[config.mk]
export PLATFORM = sky130hd
export DESIGN_NAME = mem_lock_arbiter
export DESIGN_NICKNAME = d
export VERILOG_FILES = /design/src/rtl/mem_lock_arbiter.sv
export SDC_FILE = /design/constraint.sdc
export NUM_CORES = 1
export LEC_CHECK = 0
export CORE_MARGIN = 3
export CORE_UTILIZATION = 30
export CTS_CLUSTER_DIAMETER = 150
export DETAILED_ROUTE_END_ITERATION = 8
export PLACE_DENSITY = 0.53
export SLEW_MARGIN = 40
export SYNTH_ARGS = -nofsm -noshare
export SYNTH_HDL_FRONTEND = slang
export SYNTH_SLANG_ARGS = --single-unit
[constraint.sdc]
create_clock -name clk -period 4.8 [get_ports clk]
set_clock_uncertainty 0.15 [all_clocks]
set_input_delay 0.96 -clock clk [delete_from_list [all_inputs] [get_ports clk]]
set_output_delay 0.96 -clock clk [all_outputs]
set_load 0.01 [all_outputs]
[src/rtl/mem_lock_arbiter.sv]
// Round-robin front end for a shared single-port data RAM,
// plus a small lock table giving cores mutual exclusion.
module mem_lock_arbiter #(
  parameter int C     = 2,
  parameter int AW    = 16,
  parameter int DW    = 16,
  parameter int LAW   = 10,
  parameter int LOCKS = 8
) (
  input  logic                  clk,
  input  logic                  reset,
  input  logic [C-1:0][AW-1:0]  main_mem_read_adr,
  input  logic [C-1:0][AW-1:0]  main_mem_write_adr,
  input  logic [C-1:0][DW-1:0]  main_mem_write_dat,
  input  logic [C-1:0]          main_mem_read,
  input  logic [C-1:0]          main_mem_write,
  output logic [DW-1:0]         main_mem_dat,
  output logic [C-1:0]          main_mem_ac,
  input  logic [C-1:0][LAW-1:0] lock_adr,
  input  logic [C-1:0]          lock_en,
  input  logic [C-1:0]          unlock_en,
  output logic [C-1:0]          lock_ac,
  output logic [AW-1:0]         ram_adr,
  output logic [DW-1:0]         ram_wdat,
  output logic                  ram_we,
  input  logic [DW-1:0]         ram_rdat,
  output logic                  lock_err
);

  localparam int GW = (C > 1) ? $clog2(C) : 1;
  localparam int LW = (LOCKS > 1) ? $clog2(LOCKS) : 1;

  // First set bit strictly after ptr, wrapping; MSB flags a hit.
  function automatic logic [GW:0] rr_pick(
    input logic [C-1:0]  vec,
    input logic [GW-1:0] ptr
  );
    logic [GW:0] r;
    int idx;
    r = '0;
    for (int k = C; k >= 1; k--) begin
      idx = (int'(ptr) + k) % C;
      if (vec[idx]) r = {1'b1, GW'(idx)};
    end
    return r;
  endfunction

  typedef enum logic [1:0] {
    IDLE,
    ACCESS,
    RESP
  } state_t;

  state_t        state;
  state_t        state_nx;
  logic [GW-1:0] g;
  logic [GW-1:0] last_grant;
  logic [GW-1:0] win;
  logic          win_found;
  logic          is_write;
  logic [C-1:0]  req;
  logic [DW-1:0] dat_q;

  assign req = main_mem_read | main_mem_write;
  assign {win_found, win} = rr_pick(req, last_grant);

  always_ff @(posedge clk) begin
    if (reset) begin
      state      <= IDLE;
      g          <= '0;
      is_write   <= 1'b0;
      last_grant <= GW'(C - 1);
      dat_q      <= '0;
    end else begin
      state <= state_nx;
      if (state == IDLE && win_found) begin
        g        <= win;
        is_write <= main_mem_write[win];
      end
      if (state == RESP) begin
        last_grant <= g;
        dat_q      <= ram_rdat;
      end
    end
  end

  always_comb begin
    state_nx     = state;
    ram_adr      = '0;
    ram_we       = 1'b0;
    ram_wdat     = '0;
    main_mem_ac  = '0;
    main_mem_dat = dat_q;
    unique case (state)
      IDLE: begin
        if (win_found) state_nx = ACCESS;
      end
      ACCESS: begin
        ram_adr  = is_write ? main_mem_write_adr[g]
                            : main_mem_read_adr[g];
        ram_we   = is_write;
        ram_wdat = main_mem_write_dat[g];
        state_nx = RESP;
      end
      RESP: begin
        main_mem_ac[g] = 1'b1;
        main_mem_dat   = ram_rdat;
        state_nx       = IDLE;
      end
      default: state_nx = IDLE;
    endcase
  end

  logic [C-1:0]              mask;
  logic [C-1:0]              elig;
  logic [GW-1:0]             lptr;
  logic [GW-1:0]             lw;
  logic                      l_found;
  logic [LOCKS-1:0]          valid;
  logic [LOCKS-1:0][LAW-1:0] tadr;
  logic [LOCKS-1:0][GW-1:0]  towner;
  logic [LOCKS-1:0]          hit_own;
  logic [LOCKS-1:0]          hit_oth;
  logic [LW-1:0]             free_idx;
  logic [LAW-1:0]            a;
  logic                      lk;
  logic                      ul;
  logic                      own;
  logic                      oth;
  logic                      room;
  logic                      do_ac;
  logic                      do_err;
  logic                      do_alloc;
  logic                      do_free;

  // A just-acked core is masked while its request is still held.
  assign elig = (lock_en | unlock_en) & ~mask;
  assign {l_found, lw} = rr_pick(elig, lptr);

  always_comb begin
    a        = lock_adr[lw];
    hit_own  = '0;
    hit_oth  = '0;
    free_idx = '0;
    for (int e = LOCKS - 1; e >= 0; e--) begin
      if (valid[e] && tadr[e] == a) begin
        if (towner[e] == lw) hit_own[e] = 1'b1;
        else                 hit_oth[e] = 1'b1;
      end
      if (!valid[e]) free_idx = LW'(e);
    end
    lk       = l_found & ~unlock_en[lw];
    ul       = l_found & unlock_en[lw];
    own      = |hit_own;
    oth      = |hit_oth;
    room     = ~&valid;
    do_ac    = 1'b0;
    do_err   = 1'b0;
    do_alloc = 1'b0;
    do_free  = 1'b0;
    unique case (1'b1)
      ul & own: begin
        do_ac   = 1'b1;
        do_free = 1'b1;
      end
      ul & ~own: begin
        do_ac  = 1'b1;
        do_err = 1'b1;
      end
      lk & own: do_ac = 1'b1;
      lk & ~own & ~oth & room: begin
        do_ac    = 1'b1;
        do_alloc = 1'b1;
      end
      default: ;
    endcase
  end

  always_ff @(posedge clk) begin
    if (reset) begin
      valid    <= '0;
      tadr     <= '0;
      towner   <= '0;
      mask     <= '0;
      lptr     <= GW'(C - 1);
      lock_ac  <= '0;
      lock_err <= 1'b0;
    end else begin
      lock_ac  <= '0;
      mask     <= '0;
      lock_err <= do_err;
      if (l_found) lptr <= lw;
      if (do_ac) begin
        lock_ac[lw] <= 1'b1;
        mask[lw]    <= 1'b1;
      end
      if (do_free) valid <= valid & ~hit_own;
      if (do_alloc) begin
        valid[free_idx]  <= 1'b1;
        tadr[free_idx]   <= a;
        towner[free_idx] <= lw;
      end
    end
  end

endmodule

==> summary.txt, run 1 <==
Drt
  • Avg WL per Cell: roughly 22 um
  • DR pass1 iterations: 5
  • Antenna Violating Nets Remaining: 0
  • Vias: roughly 8400
  • Drt total wl: 34500 um
  • Vias per cell: 5.25
  • 1st-iter DRT viols: 690
  • # DRC: 0

Yosys
  • Post-synth top flop: dfxtp_1
  • FFs w/ async S/R, synth: 0%
  • Synth unique cells: 73
  • Post-synthesis net count: between 1000 and 1500
  • XOR/XNOR Fraction of Synth Area: 10.7%
  • Compound-cell area share of the yosys netlist: around 16%
  • Gate Count Post-Synth: ~1000
  • Syn Std Cell Area: between 0.008 and 0.009 mm2
  • Syn. warnings: 0
  • #FFs+latches synth: 121
  • Post-synthesis sequential area ratio: 28.6%
  • Avg Inst Size Synth: 8.49 um2
  • Adder-cell share of the synthesized area: 0%
  • Post-synthesis simple-gate area fraction: between 20% and 30%
  • EDFF count, synth: 0
  • Largest family of logic cells by synthesized area: simple AND/OR/NAND/NOR gates
  • Mux share of post-synthesis cell area: 15.2%

Clock tree
  • H-tree depth: 4
  • Post-CTS setup buffer count: 0
  • CTS tree: done
  • Clock Tree Buf Depth: 2
  • Clock Sinks: 121
  • Clk_lat worst skew: 0.43 ns
  • CTS resizes: 0
  • Post-CTS Hold Buffers: 0
  • TritonCTS Buffers: 17
  • Clock transition at path regs: roughly 0.06 ns
  • Root Buffer: clkbuf_16

Layout
  • Fin nets: 1349
  • Final instance area: 0.0118 mm2
  • Commonest non-fill, non-tap cells in the layout: 194 x clkdlybuf4s50_1, 120 x dfxtp_1, 77 x xnor2_1, 75 x mux2i_1, 73 x nor2b_1
  • Most common cell after layout, fill and taps aside: clkdlybuf4s50_1
  • Diode count: 0
  • Share of layout cells above drive strength 1: about 14%
  • Area grow syn2layout: 39.6%

Critical path
  • Worst Path Required: 4.94 ns
  • Worst setup path class: input pin to register
  • Worst-path maximum fanout: 10
  • CP arrival: about 4.5 ns
  • CP endpoint kind: register
  • Crit path launch type: input pin
  • Register-to-register setup slack: 1.11 ns

STA
  • WHS: about 0.34 ns
  • Worst-Margin Slew: 0.783 ns
  • Slew headroom: 47.8%
  • Setup TNS: 0 ns
  • Post-layout min period: approximately 4.4 ns
  • Hold Vio Cnt, Final: 0
  • Share of the clock period used by the worst path: 91.5%
  • Pins Over Slew Limit: 0
  • Final setup viols: 0
  • RSZ-0062 raised after global routing: false
  • Max Fclk: 228 MHz

Global route
  • First-pass GRT wire length: 51900 um
  • Grt total ovfl: 0
  • Largest net degree at the start of global routing: 80
  • Initial antenna violation count: 0
  • Number of global-route vias before repair: 8051
  • Total global-route track usage: 22.2%

Job
  • # Max-Cap Violations: 0

Hold path
  • Hold Path Class: register to register

Place
  • Area after DPL: 0.0112 mm2
  • DP HPWL: 26000 um
  • I/O Buffers: 195
  • GPL Wtd Cong: 0.914

Pwr
  • Leakage: 4.29 nW
  • VDD IR max: around 0.21 mV
  • Pwr/cell area: 310 mW/mm2

Status
  • Status: finished, final reports clean

Floorplanning
  • Die ar.: slightly above 0.03 mm2
  • Initial Util: 31.0%
  • Total core area: 0.0273 mm2
  • Die Ht: 174 um
  • Chip width: 174 um
  • # rows: 60
  • I/O Pins: between 150 and 200
-- final cells by class --
| cell class | instances | area [um2] |
|---|---|---|
| multi-input cells | 757 | 5520 |
| flip-flops and latches | 121 | 2420 |
| clock buffers | 19 | 443 |
| well taps | 372 | 465 |
| inverters | 39 | 146 |
| fillers | 2710 | 15500 |
| clock inverters | 13 | 194 |
| repair buffers | 271 | 2630 |
-- flip-flops by register name (all words and copies together), names as in the netlist --
name,cells
dat_q,16
valid,8
last_grant,1
g,1
state,2
lptr,1
tadr,80
mask,2
is_write,1
towner,8
lock_err,1
-- worst paths after layout --
check	cells past startpoint	endpoint	start
hold / removal	2	tadr[61]	tadr[61]
setup reg to reg	12	tadr[38]	mask[1]
setup / recovery	13	tadr[38]	unlock_en[0]
hold reg to reg	2	tadr[61]	tadr[61]
-- layer usage --
| metal | routed length (um) | up-vias | track usage, % | part of all wire, % |
|---|---|---|---|---|
| met5 | 0 | - | 0 | 0 |
| met4 | 703 | 0 | 5.60 | 2.0 |
| met3 | 2700 | 50 | 4.76 | 7.8 |
| met2 | 15800 | 366 | 35.2 | 46 |
| met1 | 15300 | 3975 | 30.8 | 44 |
| li1 | - | 3964 | - | - |
-- cell usage after synthesis (8+ instances only) --
master    number  area share, %
dfxtp_1      121             29
xnor2_1       77            8.0
mux2i_1       75            8.9
nor2b_1       73            5.4
nand2b_1      64            4.7
nor2_1        52            2.3
o21ai_0       51            3.0
clkbuf_1      44            2.0
o21ai_1       42            2.5
inv_1         39            1.7
nand2_1       38            1.7
buf_2         27            1.6
nor4_1        26            1.9
xor2_1        26            2.7
a21oi_1       22            1.3
nand4_1       21            1.6
mux2_2        16            2.1
mux4_2        16            4.3
o22ai_1       12           0.89
nand3_1       10           0.59
or4_1         10           0.89
or2_2          9           0.66
o31ai_1        8           0.71
-- cells by family (layout without fill, tap and decap cells) --
kind of cell    Yosys count  count (layout)
simple gates            339             339
compound gates          208             208
flops                   121             121
buf+inv                 119             342
mux                     107             107
xor+xnor                103             103
-- worst max-delay path, stage by stage --
cell and delay, ns:
clkdlybuf4s50_1 0.44, o21ba_4 0.25, a21oi_4 0.37, mux2i_1 0.47, xnor2_1 0.20, nor4_1 0.11
a211oi_1 0.28, o211ai_1 0.29, buf_4 0.24, or4_1 0.53, buf_4 0.20, o21ai_1 0.11
o21ai_1 0.07
-- where the power goes --
group | total (mW) | switching, mW | internal [mW]
clock | 1.41 | 0.519 | 0.889
combinational | 1.15 | 0.607 | 0.541
sequential | 1.11 | 0.0616 | 1.05
-- per-stage QoR --
step           cells  power (mW)  setup slack, ns  util (%)
6_report        1592        3.67            0.409      43.3
5_1_grt         1592        3.82            0.173      43.3
4_1_cts         1592        3.68            0.433      43.3
3_5_place_dp    1560        2.27           0.0185      40.9
3_3_place_gp    1560        2.27           0.0890      40.9
2_1_floorplan    997        1.76             1.00         -
Power figures use the tool's default switching activity.
==> run 2, diff against run 1 <==
--- a/config.mk
+++ b/config.mk
@@ -7,10 +7,11 @@
 export LEC_CHECK = 0
 export CORE_MARGIN = 3
 export CORE_UTILIZATION = 30
-export CTS_CLUSTER_DIAMETER = 150
+export CTS_CLUSTER_DIAMETER = 200
 export DETAILED_ROUTE_END_ITERATION = 8
 export PLACE_DENSITY = 0.53
 export SLEW_MARGIN = 40
 export SYNTH_ARGS = -nofsm -noshare
 export SYNTH_HDL_FRONTEND = slang
 export SYNTH_SLANG_ARGS = --single-unit
+export TNS_END_PERCENT = 100
==> results of run 2 <==
No change in the layout: final DEF, timing and power equal those of run 1.
==> run 3, diff against run 2 <==
--- a/config.mk
+++ b/config.mk
@@ -9,7 +9,8 @@
 export CORE_UTILIZATION = 30
 export CTS_CLUSTER_DIAMETER = 200
 export DETAILED_ROUTE_END_ITERATION = 8
-export PLACE_DENSITY = 0.53
+export DONT_BUFFER_PORTS = 1
+export PLACE_DENSITY = 0.44
 export SLEW_MARGIN = 40
 export SYNTH_ARGS = -nofsm -noshare
 export SYNTH_HDL_FRONTEND = slang
==> run 3 against run 2 <==
Against the previous run: sequential cell count stayed put; wire length shrank 7.0%; die area unchanged; highest routed layer unchanged; largest cell class unchanged; clock power hardly changed; first-iteration DRC count is 7.0% lower; critical path depth is 2 lower.
==> summary.txt, run 3 (synthesized netlist as in run 1, its figures left out) <==
Hold path
  • WHS Endpoint: tadr[61]
  • Hold Crit Depth: 2 (unchanged)
  • Hold Path Class: register to register
  • HP Start: tadr[61]

Floorplanning
  • I/O Pins: 196 (unchanged)
  • Die ar.: 0.0303 mm2 (unchanged)
  • Die Ht: 174 um (unchanged)
  • Chip width: 174 um (unchanged)
  • # rows: 60 (unchanged)
  • Initial Util: 31.0% (unchanged)
  • Total core area: 0.0273 mm2 (unchanged)

Drt
  • # DRC: 0 (unchanged)
  • DR pass1 iterations: 5 (unchanged)
  • 1st-iter DRT viols: 642 (-7.0%)
  • Vias: 7487 (-10%)
  • Vias per cell: 5.55 (+5.7%)
  • Avg WL per Cell: 23.7 um (+9.6%)
  • Drt total wl: 32100 um (-7.0%)
  • Antenna Violating Nets Remaining: 0 (unchanged)

Pwr
  • VDD IR max: 0.178 mV (-14%)
  • Power, Total: 3.35 mW (-8.7%)
  • Sw frac: 32.5% (+0.091 points)
  • Sw Pwr: 1.09 mW (-8.4%)
  • Reg power frac: 33.3% (+3.0 points)
  • Leakage: 3.27 nW (-24%)
  • Clk pwr share: 42.4% (+4.0 points)
  • Combinational power share: 24.2% (-7.1 points)
  • Int Power: 2.26 mW (-8.8%)
  • Pwr/cell area: 356 mW/mm2 (+15%)

Global route
  • Total global-route track usage: 20.6% (-1.7 points)
  • Grt met3 use: 5.55% (+0.79 points)
  • GR Layer Usage met2: 31.6% (-3.6 points)
  • Grt total ovfl: 0 (unchanged)
  • Number of global-route vias before repair: 7157 (-11%)
  • Largest net degree at the start of global routing: 132 (+65%)
  • Global Route met1 Usage: 27.6% (-3.3 points)
  • First-pass GRT wire length: 47000 um (-9.3%)
  • Most Crowded Layer GR: met2
  • Initial antenna violation count: 5 (+5)

Clock tree
  • Clock transition at path regs: 0.06 ns (about the same)
  • Clk_lat worst skew: 0.43 ns (about the same)
  • CTS tree: done
  • Post-CTS Hold Buffers: 0 (unchanged)
  • TritonCTS Buffers: 17 (unchanged)
  • CTS resizes: 0 (unchanged)
  • Post-CTS setup buffer count: 0 (unchanged)
  • H-tree depth: 4 (unchanged)
  • Root Buffer: clkbuf_16
  • Clock Tree Buf Depth: 2 (unchanged)
  • Clock Sinks: 121 (unchanged)

Place
  • DP HPWL: 22900 um (-12%)
  • Pre-CTS setup slack: -0.0695 ns (-0.0879 ns)
  • I/O Buffers: 0 (-100%)
  • GPL Wtd Cong: 0.884 (-3.3%)

Critical path
  • CP arrival: 4.61 ns (+0.08 ns)
  • CP endpoint kind: register
  • CP max-delay cell: a21oi_4
  • Register-to-register setup slack: 0.47 ns (-0.64 ns)
  • FF-to-FF End: tadr[79]
  • Crit Reg-Reg Startpoint: mask[0]
  • R2R cell count: 11 (-1)
  • Critical path cell sequence: o21ba_4 -> a21oi_4 -> mux2i_1 -> xnor2_1 -> nor4_1 -> inv_1 -> o21ai_1 -> a2111o_1 -> buf_12 -> or2_1 -> o21ai_0
  • Worst Path Required: 4.94 ns (about the same)
  • Buf+Inv Stages, Crit Path: 2 (-1)
  • Top Family by Delay on Critical Path: compound AO/OA/AOI/OAI gates
  • Worst setup path class: input pin to register
  • Slowest stage delay, CP: 0.60 ns (+0.07 ns)
  • Crit path launch type: input pin
  • Worst-path maximum fanout: 41 (+31)

Layout
  • Fin nets: 1103 (-18%)
  • Largest register FFs: 80 (unchanged)
  • Area grow syn2layout: 11.1%
  • Biggest register: tadr
  • Share of layout cells above drive strength 1: 11.6% (-1.9 points)
  • Largest registers: tadr x80, dat_q x16
  • Most common cell after layout, fill and taps aside: dfxtp_1
  • Commonest non-fill, non-tap cells in the layout: 120 x dfxtp_1, 77 x xnor2_1, 75 x mux2i_1, 73 x nor2b_1, 64 x nand2b_1

STA
  • RSZ-0062 raised after global routing: false
  • Share of the clock period used by the worst path: 93.1% (+1.6 points)
  • Final setup viols: 0 (unchanged)
  • Setup TNS: 0 ns (unchanged)
  • Slew headroom: 47.4% (-0.31 points)
  • Hold Vio Cnt, Final: 0 (unchanged)
  • WHS: 0.329 ns (-0.00706 ns)
  • Post-layout min period: 4.47 ns (+0.0758 ns)
  • Final setup margin: 0.333 ns (-0.0758 ns)
  • Pins Over Slew Limit: 0 (unchanged)
  • Max Fclk: 224 MHz (-1.7%)
  • Worst-Margin Slew: 0.788 ns (+0.00575 ns)

Job
  • # Max-Cap Violations: 0 (unchanged)

Status
  • Status: finished, final reports clean
[run 3: changes by cell type in the layout (fill, tap and decap cells not counted)]
cell             delta
dfxtp_2             -1
diode_2             +4
dfxtp_4             +1
buf_4              -44
inv_6               +1
clkinv_4            -1
clkdlybuf4s50_1   -194
buf_12              -8
[run 3: final cells by class]
cell class / count / area, um2
Fill cell: 2874 / 17900
Timing Repair Buffer: 25 / 200
Tap cell: 372 / 465
Clock buffer: 19 / 443
Inverter: 39 / 146
Sequential cell: 121 / 2430
Antenna cell: 4 / 10.0
Clock inverter: 13 / 194
Multi-Input combinational cell: 757 / 5520
[run 3: per-layer routing]
layer,routed length [um],part of all wire [%]
met5,0,0
met4,741,2.3
met3,2900,9.0
met2,14400,45
met1,14100,44
[run 3: worst max path at each step]
stage | from | cells past startpoint | slack (ns) | to
after floorplan | unlock_en[0] | 13 | 1.0 | towner[3]
after global placement | unlock_en[0] | 11 | -0.03 | tadr[79]
after detailed placement | unlock_en[0] | 11 | -0.07 | tadr[79]
after CTS | unlock_en[0] | 11 | 0.36 | tadr[79]
after global routing | unlock_en[0] | 11 | 0.05 | tadr[79]
final | unlock_en[0] | 11 | 0.33 | tadr[79]
[run 3: power groups by stage]
stage               registers [mW]  clock network, mW  logic (mW)
floorplan                     1.10                  0       0.654
global placement              1.14                  0       0.802
detailed placement            1.14                  0       0.801
CTS                           1.12               1.45       0.805
global route                  1.12               1.49       0.874
finish                        1.12               1.42       0.811
[run 3: tightest hold or removal path, cell delays in order, from the launching register on]
cell	delay, ns
dfxtp_1	0.31
nand2b_1	0.06
mux2i_1	0.06
[run 3: metrics by stage]
stage               std cells  cell area [um2]  util (%)
global placement         1314             8760      32.0
global route             1350             9410      34.4
detailed placement       1314             8760      32.1
floorplan                 997             8470         -
finish                   1350             9410      34.4
CTS                      1346             9400      34.4
==> variant 1, RTL diff (flow settings as in run 1) <==
The 3 states of `state_t` get a one-hot encoding in 3 bits.
--- a/src/rtl/mem_lock_arbiter.sv
+++ b/src/rtl/mem_lock_arbiter.sv
@@ -46,8 +46,8 @@
   endfunction
 
-  typedef enum logic [1:0] {
-    IDLE,
-    ACCESS,
-    RESP
+  typedef enum logic [2:0] {
+    IDLE   = 3'b001,
+    ACCESS = 3'b010,
+    RESP   = 3'b100
   } state_t;
 
Check against the original RTL: no difference found for any inputs over 4 cycles, from zero or initial values and one cycle with reset high; so few cycles prove little.
==> variant 1 against run 1 <==
- worst hold slack improved by 1.7 ps
- non-clock buffer count down 28
- fmax rose by 1.0%
- sequential share of layout area increased by 1.4 points
- area after synthesis down 3.9%
- critical endpoint is now tadr[33]
- wire length shrank 9.6%
- combinational power down 32%
- first-iteration DRC count is 8.4% lower
- sequential cell count rose by 1
- worst setup slack better by 45 ps
- design area shrank 5.7%
- die area shrank 3.8%
- power shrank 11%
==> variant 1: results (changes against run 1) <==
metric	value	unit	change
outcome	finished clean		
number of nets at the end of the flow	1228		-9.0%
number of global-route vias before repair	7282		-9.6%
Synth Instances	895		-10%
mean routed wirelength per cell	21.74	um	+0.38%
most common library cells after synthesis	122 x dfxtp_1, 111 x mux2i_1, 94 x nand2b_1, 92 x xnor2_1, 44 x nor2_1		
GRT Overall Usage	0.2097		-0.01257
fin crit share	0.9054		-0.009317
leading registers by flop count	tadr x80, dat_q x16		
sum of met2 wire segment lengths after detailed routing	14390	um	-9.1%
first-pass GRT wire length	46180	um	-11%
metal1 wirelength	14300	um	-6.3%
amount of wire on met3 after detailed routing	1952	um	-28%
register area share after synthesis	0.3001		+0.01407
Register-to-Register Setup Slack	1200	ps	+90 ps
HPWL after detailed placement	23220	um	-11%
Post-Route WL	31180	um	-9.6%
drt first pass iters	5		unchanged
pin count of the biggest net entering global routing	67		-16%
Filler cells	2583		-4.7%
post-synthesis net count	1037		-9.0%
multiplexer share of the synthesized area	0.2057		+0.05323
count of placed standard cells including taps	1402		-10%
Worst Path Arrival	4550	ps	+20 ps
Post CTS Setup Buffer Count	0		unchanged
Leak Pwr	4.187	nW	-2.5%
top fanout value on the critical path	16		+6
Hold Worst Slack	337.6	ps	+1.684 ps
cell with the largest stage delay on the worst path	clkdlybuf4s50_1		
xor and xnor area share after synthesis	0.1162		+0.009703
pre-CTS worst setup slack	127.5	ps	+109.0 ps
number of violations reported at the end of detailed-routing iteration 0	632		-8.4%
leading cell types by total area after synthesis	dfxtp_1 30%, mux2i_1 14%, xnor2_1 9.9%		
H-tree level count	4		unchanged
vias	7374		-12%
DP Area	0.01053	sq mm	-5.9%
gp weighted congestion	0.9649		+5.5%
Worst VDD drop	0.0002589	V	+25%
number of different library cells in the post-synthesis netlist	65		-11%
ratio of cells with drive above 1 in the final layout	0.1237		-0.01150
normalized max-slew margin	0.4744		-0.003161
## variant 1: cell count changes in the layout (fill, tap and decap cells not counted), moves of 20 or more
cell             run 1  this run
nand2b_1            64        94
buf_4               68        48
o21ai_0             51        15
nor2b_1             73        43
mux2i_1             75       111
o21ai_1             41         2
## variant 1: area by class of cell
| type | instances | area, sq um | area share |
|---|---|---|---|
| flip-flops and latches | 122 | 2444 | 0.2192 |
| repair buffers | 243 | 2322 | 0.2083 |
| clock buffers | 21 | 480.5 | 0.04309 |
| clock inverters | 11 | 142.6 | 0.01279 |
| multi-input cells | 662 | 5191 | 0.4656 |
| inverters | 40 | 150.1 | 0.01347 |
| well taps | 335 | 419.2 | 0.03759 |
## variant 1: path summary, 6_finish.rpt
kind                                  end    startpoint  depth (start not counted)
worst min-delay path            towner[4]     towner[4]                          2
worst max-delay path             tadr[33]  unlock_en[1]                         11
worst max register to register   tadr[33]       mask[0]                         10
worst min register to register  towner[4]     towner[4]                          2
## variant 1: critical path, delay by kind of cell
family	cells	cell delay (ps)
AOI/OAI and AO/OA	4	1600
buffers and inverters	3	1000
muxes	2	530
and+or+nand+nor	2	450
## variant 1: power breakdown
part,leakage (nW),internal [mW],switching (mW)
sequential,0.988,1.05,0.0604
clock,0.293,0.868,0.493
combinational,2.91,0.398,0.381
total,4.19,2.32,0.934
## variant 1: routing by layer
metal | global-route usage | vias to the layer above
met5 | 0 | -
met4 | 0.05467 | 0
met3 | 0.03859 | 35
met2 | 0.3326 | 261
met1 | 0.2940 | 3559
li1 | - | 3519
## variant 1: cells by family (layout without fill, tap and decap cells)
group                  after synthesis  after routing
XOR/XNOR                           108            108
AND/OR/NAND/NOR                    287            287
flip-flops                         122            122
multiplexers                       145            145
AO/OA/AOI/OAI                      122            122
buffers and inverters              111            315
==> variant 2, RTL diff (settings of run 1) <==
Without the edit above. Set the parameter `DW` to 18 (it was 16).
--- a/src/rtl/mem_lock_arbiter.sv
+++ b/src/rtl/mem_lock_arbiter.sv
@@ -4,5 +4,5 @@
   parameter int C     = 2,
   parameter int AW    = 16,
-  parameter int DW    = 16,
+  parameter int DW    = 18,
   parameter int LAW   = 10,
   parameter int LOCKS = 8
Ports: changed (resized main_mem_dat, main_mem_write_dat, ram_rdat and ram_wdat); port bits go from 196 to 206. The function was not compared with the original's and may differ.
==> variant 2 against run 1 <==
- design area grew 0.34%
- wire length rose by 3.5%
- count of clock-buffer cells in the layout down 1
- combinational power down 19%
- power shrank 7.9%
- worst setup slack got worse by 84 ps
- sequential cell count is 2 higher
- area after synthesis rose by 1.8%
- largest power group unchanged
==> variant 2: results (changes against run 1) <==
metric	value	unit	change
outcome	finished clean		
sum of met2 wire segment lengths after detailed routing	15800	um	-0.18%
number of global-route vias before repair	8130		+0.98%
ratio of cells with drive above 1 in the final layout	0.1235		-0.01171
Endpoint, Worst Hold	tadr[27]		
Buffers on Ports	205		+5.1%
worst setup path endpoint	tadr[78]		
top fanout value on the critical path	13		+3
HPWL after detailed placement	27020	um	+4.0%
number of different library cells in the post-synthesis netlist	68		-6.8%
number of cells on the worst reg-to-reg path	13		+1
worst hold path startpoint	tadr[27]		
top metal layer carrying routed signals	met5		
pin count of the biggest net entering global routing	83		+3.8%
normalized max-slew margin	0.4855		+0.007921
Worst Path Arrival	4670	ps	+140 ps
Reg2Reg Launch Point	mask[0]		
multiplexer share of the synthesized area	0.1883		+0.03587
Leak Pwr	4.186	nW	-2.5%
metal1 wirelength	15360	um	+0.69%
most common library cells after synthesis	123 x dfxtp_1, 107 x xnor2_1, 106 x mux2i_1, 104 x nand2b_1, 53 x nor2_1		
DR vias/cell	5.311		+1.2%
register area share after synthesis	0.2855		-0.0004613
pre-CTS worst setup slack	38.50	ps	+20.03 ps
Avg Synthesized Cell Area	8.808	sq um	+3.7%
first-pass GRT wire length	52480	um	+1.2%
xor and xnor area share after synthesis	0.1288		+0.02233
## variant 2: changes by cell type after synthesis, sizes merged, moves of 19 or more
cell,delta
clkbuf,-19
nor2b,-29
nand2b,+40
o21ai,-71
xnor2,+31
mux2i,+31
## variant 2: power by group
group	switching (mW)	internal, mW	leakage [nW]
Clock	0.546	0.775	0.279
Sequential	0.0637	1.06	0.996
Combinational	0.480	0.450	2.91
Total	1.09	2.29	4.19
## variant 2: area by class of cell
cell class | instances | area (sq um)
Inverter | 25 | 93.84
Sequential cell | 123 | 2466
Clock inverter | 14 | 157.7
Fill cell | 2796 | 16220
Tap cell | 378 | 473.0
Multi-Input combinational cell | 759 | 5729
Clock buffer | 18 | 429.2
Timing Repair Buffer | 259 | 2517
## variant 2: critical path, stage by stage
cell and delay (ps):
clkdlybuf4s50_1 530, o21ba_2 300, a21oi_4 440, buf_4 270, nor2_1 70, a41oi_2 310, o221ai_2 180, a2111oi_2 350
nand4b_1 340, buf_4 280, nor3_2 250, buf_12 190, mux2i_1 190
